[config.mk]
export PLATFORM = sky130hd
export DESIGN_NAME = fastram_ctrl
export DESIGN_NICKNAME = d
export VERILOG_FILES = /design/src/rtl/sf2000_pkg.sv /design/src/rtl/fastram_decode.sv /design/src/rtl/fastram_ctrl.sv
export SDC_FILE = /design/constraint.sdc
export NUM_CORES = 1
export LEC_CHECK = 0
export BUFFER_PORTS_ARGS = -buffer_cell sky130_fd_sc_hd__buf_2
export CAP_MARGIN = 15
export CELL_PAD_IN_SITES_DETAIL_PLACEMENT = 0
export CELL_PAD_IN_SITES_GLOBAL_PLACEMENT = 1
export CORE_AREA = 2 2 55 47
export CTS_CLUSTER_DIAMETER = 100
export DETAILED_ROUTE_END_ITERATION = 8
export DIE_AREA = 0 0 57 49
export PLACE_DENSITY = 0.78
export SKIP_LAST_GASP = 1
export SLEW_MARGIN = 15
export SYNTH_ARGS = -nofsm -noshare
export SYNTH_HDL_FRONTEND = slang
export SYNTH_SLANG_ARGS = --single-unit
export TNS_END_PERCENT = 30
[constraint.sdc]
create_clock -name CLKCPU -period 1.4 [get_ports CLKCPU]
set_input_delay 0 -clock CLKCPU [delete_from_list [all_inputs] [get_ports CLKCPU]]
set_output_delay 0 -clock CLKCPU [all_outputs]
set_load 0.02 [all_outputs]
[src/rtl/sf2000_pkg.sv]
// Shared definitions for the turbo-CPU fast-RAM controller: FSM encoding, window constants, strobe bundle.
// SRAM_WR_RECOVERY_EN adds the RECOVER state used after write cycles.
package sf2000_pkg;

    localparam logic [3:0] WIN_BASE      = 4'h2;
    localparam logic [3:0] WIN_SIZE4_TOP = 4'h6;
    localparam logic [3:0] WIN_SIZE8_TOP = 4'hA;
    localparam logic [2:0] CPU_SPACE_FC  = 3'b111;
    localparam int         WS_W          = 3;

    typedef enum logic [2:0] {
        ST_IDLE,
        ST_WAIT_DS,
        ST_ACCESS,
        ST_ACK
`ifdef SRAM_WR_RECOVERY_EN
        , ST_RECOVER
`endif
    } state_t;

    // All fields active low; '1 is the fully idle bus.
    typedef struct packed {
        logic ce_n;
        logic oe_n;
        logic we_n;
        logic ub_n;
        logic lb_n;
        logic dtack_n;
    } sram_ctl_t;

endpackage

[src/rtl/fastram_decode.sv]
// Combinational fast-RAM window decode: A[23:20] inside the window selected by JP4, excluding CPU space.
module fastram_decode
    import sf2000_pkg::*;
#(
    parameter logic [3:0] BASE_A23_20 = WIN_BASE,
    parameter logic [3:0] SIZE4_TOP   = WIN_SIZE4_TOP,
    parameter logic [3:0] SIZE8_TOP   = WIN_SIZE8_TOP
) (
    input  logic       jp4,
    input  logic [2:0] fc,
    input  logic [3:0] a,
    output logic       hit
);

    logic [3:0] top;

    assign top = jp4 ? SIZE8_TOP : SIZE4_TOP;
    assign hit = (a >= BASE_A23_20) && (a < top) && (fc != CPU_SPACE_FC);

endmodule

[src/rtl/fastram_ctrl.sv]
// Fast-RAM SRAM controller: sequences CE/OE/WE/byte strobes with programmable wait states and returns DTACK.
// Optional SRAM_WR_RECOVERY_EN inserts one CE-high RECOVER cycle after each write.
module fastram_ctrl
    import sf2000_pkg::*;
#(
    parameter int         WAIT_STATES = 1,
    parameter logic [3:0] BASE_A23_20 = WIN_BASE,
    parameter logic [3:0] SIZE4_TOP   = WIN_SIZE4_TOP,
    parameter logic [3:0] SIZE8_TOP   = WIN_SIZE8_TOP
) (
    input  logic       CLKCPU,
    input  logic       RESET_n,
    input  logic       JP4,
    input  logic       AS_CPU_n,
    input  logic       UDS_n,
    input  logic       LDS_n,
    input  logic       RW,
    input  logic [2:0] FC,
    input  logic [3:0] A,
    output logic       FASTRAM_HIT,
    output logic       SRAM_CE_n,
    output logic       SRAM_OE_n,
    output logic       SRAM_WE_n,
    output logic       SRAM_UB_n,
    output logic       SRAM_LB_n,
    output logic       SRAM_DTACK_n
);

    localparam logic [WS_W-1:0] WS_LOAD = WS_W'(WAIT_STATES);

    state_t          state, state_nx;
    logic [WS_W-1:0] cnt, cnt_nx;
    logic            rw_q, rw_nx;
    sram_ctl_t       ctl, ctl_nx;

    fastram_decode #(
        .BASE_A23_20 (BASE_A23_20),
        .SIZE4_TOP   (SIZE4_TOP),
        .SIZE8_TOP   (SIZE8_TOP)
    ) u_decode (
        .jp4 (JP4),
        .fc  (FC),
        .a   (A),
        .hit (FASTRAM_HIT)
    );

    always_ff @(posedge CLKCPU or negedge RESET_n) begin
        if (!RESET_n) begin
            state <= ST_IDLE;
            cnt   <= '0;
            rw_q  <= 1'b1;
            ctl   <= '1;
        end else begin
            state <= state_nx;
            cnt   <= cnt_nx;
            rw_q  <= rw_nx;
            ctl   <= ctl_nx;
        end
    end

    always_comb begin
        state_nx = state;
        cnt_nx   = cnt;
        rw_nx    = rw_q;
        case (state)
            ST_IDLE: begin
                if (!AS_CPU_n && FASTRAM_HIT) begin
                    rw_nx    = RW;
                    state_nx = ST_WAIT_DS;
                end
            end
            ST_WAIT_DS: begin
                if (AS_CPU_n)
                    state_nx = ST_IDLE;
                else if (!UDS_n || !LDS_n) begin
                    state_nx = ST_ACCESS;
                    cnt_nx   = WS_LOAD;
                end
            end
            ST_ACCESS: begin
                if (AS_CPU_n)
                    state_nx = ST_IDLE;
                else if (cnt == '0)
                    state_nx = ST_ACK;
                else
                    cnt_nx = cnt - 1'b1;
            end
            ST_ACK: begin
                if (AS_CPU_n)
`ifdef SRAM_WR_RECOVERY_EN
                    state_nx = rw_q ? ST_IDLE : ST_RECOVER;
`else
                    state_nx = ST_IDLE;
`endif
            end
            default: state_nx = ST_IDLE;
        endcase
    end

    // Strobes are registered from the next state so every exit path drops them on the same edge.
    always_comb begin
        ctl_nx = '1;
        case (state_nx)
            ST_WAIT_DS: begin
                ctl_nx.ce_n = 1'b0;
                ctl_nx.oe_n = !rw_nx;
            end
            ST_ACCESS: begin
                ctl_nx.ce_n = 1'b0;
                ctl_nx.oe_n = !rw_nx;
                ctl_nx.we_n = rw_nx;
                ctl_nx.ub_n = UDS_n;
                ctl_nx.lb_n = LDS_n;
            end
            ST_ACK: begin
                ctl_nx.ce_n    = 1'b0;
                ctl_nx.oe_n    = !rw_nx;
                ctl_nx.we_n    = rw_nx;
                ctl_nx.dtack_n = 1'b0;
                ctl_nx.ub_n    = (state == ST_ACCESS) ? UDS_n : ctl.ub_n;
                ctl_nx.lb_n    = (state == ST_ACCESS) ? LDS_n : ctl.lb_n;
            end
            default: ctl_nx = '1;
        endcase
    end

    assign SRAM_CE_n    = ctl.ce_n;
    assign SRAM_OE_n    = ctl.oe_n;
    assign SRAM_WE_n    = ctl.we_n;
    assign SRAM_UB_n    = ctl.ub_n;
    assign SRAM_LB_n    = ctl.lb_n;
    assign SRAM_DTACK_n = ctl.dtack_n;

endmodule
==> impl_metrics.yaml <==
outcome:
  status: "finished, final reports clean"
sta:
  setup_viol: 0
  finalClockSkew_ns: 0.00483
  fin_crit_ns: 1.36
  slew_viol_final: 0
  finalCritPeriodShare_pct: 96.9
  hold_viol_final: 0
  fmax_mhz: 737
yosys:
  synth.most_common_cell: "dfstp_2"
  async_flop_share_pct: 100
  synth.area.top_cells: "dfstp_2 25%, dfrtp_1 20%, ha_1 6.8%"
  synth_cells: 66
  synth_top_area_cell: "dfstp_2"
  synth_common_cells: "7 x dfstp_2, 6 x dfrtp_1, 4 x ha_1, 4 x nand2_1"
  synth_area_um2: 734
  syn-num-nets: 84
  ys_types: 36
  yosysSeqAreaShare_pct: 45.5
  yosys.area.top_type_share_pct: 25.0
  syn_avg_cell_area_um2: 11.1
  ys.flop_type: "dfstp_2"
  synth_edf_count: 0
  ys_ff_latch: 13
  yosys_warnings: 0
clock_tree:
  numCtsBuffers: 3
  worstSkewPairLatency_ns: 0.27
  cts_tree: "yes"
  cts_root_buf: "clkbuf_4"
  numClockSinks: 13
  clock_path_buffers: 2
  htreeDepth: 1
  clkSlewWorstSetupHoldPaths_ns: 0.08
die:
  dieHeight_um: 49
  pin_count: 21
  core_um2: 2280
  initial_core_util_pct: 32.2
  die_x_um: 57
  dieArea_um2: 2790
  fp-row-count: 16
grt:
  grt_antenna_before_repair: 0
  grt_pass1_wl_um: 2380
  grt_pass1_vias: 545
  grt.total_usage_pct: 11.2
  grt_max_degree: 14
  overflow: 0
layout:
  final_util_pct: 43.3
  antenna_cells: 0
  final_area_um2: 988
  drive_gt1_share_pct: 52.5
  layout.nets: 118
  nFillCells: 240
  area_delta_synth_final_pct: 34.6
routing:
  first_pass_iters: 2
  drt_iter0_markers: 4
  finalWirelength_um: 1500
  post_drt_wl_per_cell_um: 11.9
  vias_per_cell: 4.60
  antenna_left: 0
  drc: 0
  vias: 579
setup_path:
  cp_max_fo: 2
  max_stage_delay_ns: 0.38
  critPathTopFamily: "flip-flops"
  critical_path_class: "reg2reg"
  ff2ff_setup_slack_ns: 0.04
  worst_ep_arrival_time_ns: 1.52
  crit_path_start_kind: "register"
  crit_required_ns: 1.56
  cp_cell_sequence: "inv_2 > ha_4 > nor2b_4 > o21ai_2 > nand2_2 > mux2_4"
  startpoint: "cnt[1]"
  critPathSlowestCell: "dfrtp_1"
  r2r-start: "cnt[1]"
  end_kind: "register"
  critPathBufInv: 1
power_and_ir_drop:
  p_leak_uw: 0.000422
  powerDensity_nw_per_um2: 800
  ir_drop_uv: 448
placement:
  place_hpwl_um: 1050
  gp_congestion: 0.705
  placed_area_um2: 882
  port_buffers: 19
job:
  maxCapViolCount: 0
min_path:
  worstHoldStart: "LDS_n"
  hold_path.class: "in2reg"
flip-flops by register name, indices dropped and copies added (netlist names):
| signal | count |
|---|---|
| cnt | 3 |
| state | 3 |
| SRAM_CE_n | 1 |
| SRAM_DTACK_n | 1 |
| SRAM_LB_n | 1 |
| SRAM_OE_n | 1 |
| SRAM_UB_n | 1 |
| SRAM_WE_n | 1 |
| rw_q | 1 |
where the power goes:
group / internal, uW / switching [uW]
Sequential: 403 / 13.7
Combinational: 76.4 / 68.9
Clock: 110 / 119
Total: 590 / 201
metrics by stage:
step           std cells  hold slack, ns  total power (uW)  worst slack, ns  TNS [ns]
2_1_floorplan         66          -0.296               511           0.0462         0
3_3_place_gp         116          -0.104               555           0.0239         0
3_5_place_dp         116          -0.101               558          -0.0205   -0.0334
4_1_cts              123          0.0197               799           0.0214         0
5_1_grt              126          0.0402               843          -0.0133   -0.0133
6_report             126          0.0309               791           0.0437         0
final timing paths:
check / endpoint / cells after the start
max: cnt[1] / 6
max reg2reg: cnt[1] / 6
min in group asynchronous: cnt[2] / 2
min reg2reg: SRAM_WE_n / 1
min: SRAM_LB_n / 3
max in group asynchronous: rw_q / 2
routing by layer:
layer  up-vias  GRT usage, %  part of all wire [%]
met5         -             0                     0
met4         0          4.65                   1.0
met3         2          3.45                   3.8
met2         9          17.0                    47
met1       266          14.6                    48
li1        302             -                     -
cells in the final DEF (no fill, tap or decap), types with 2 or more instances in the layout:
| master | netlist | final |
|---|---|---|
| buf_2 | 0 | 19 |
| buf_4 | 0 | 10 |
| clkbuf_4 | 0 | 3 |
| dfrtp_1 | 6 | 6 |
| dfstp_2 | 7 | 7 |
| dlygate4sd3_1 | 0 | 3 |
| ha_1 | 4 | 3 |
| inv_2 | 0 | 2 |
| mux2_4 | 1 | 2 |
| mux2i_1 | 2 | 2 |
| nand2_1 | 4 | 4 |
| nand2b_1 | 2 | 2 |
| nand3_1 | 2 | 2 |
| nor2_1 | 3 | 3 |
| nor3_1 | 2 | 2 |
| o21ai_0 | 2 | 2 |
cells by family after synthesis:
family	count (synthesis)	share of synthesized area, %
AND/OR/NAND/NOR	25	21.8
multiplexers	4	6.30
buffers and inverters	6	6.13
flip-flops	13	45.5
adder cells (fa/ha/maj)	4	6.81
AO/OA/AOI/OAI	13	12.9
other	1	0.511
repair_timing:
item                       CTS  global route
setup buffers                0             3
setup endpoints to repair    2             3
hold buffers                 3             0
hold endpoints to repair    16             0
resized for setup            4             4
pin swaps                    2             2
area by class of cell:
cell class	instances	area, um^2	area share, %
multi-input cells	47	383	38.7
flip-flops and latches	13	334	33.8
well taps	27	33.8	3.42
repair buffers	32	200	20.3
clock buffers	4	26.3	2.66
inverters	3	11.3	1.14
tightest hold or removal path: cells and delay by family:
kind / cells / cell delay [ns]
buffers and inverters: 1 / 0.11
AOI/OAI and AO/OA: 1 / 0.09
and+or+nand+nor: 1 / 0.07
(Power assumes the default switching activity.)
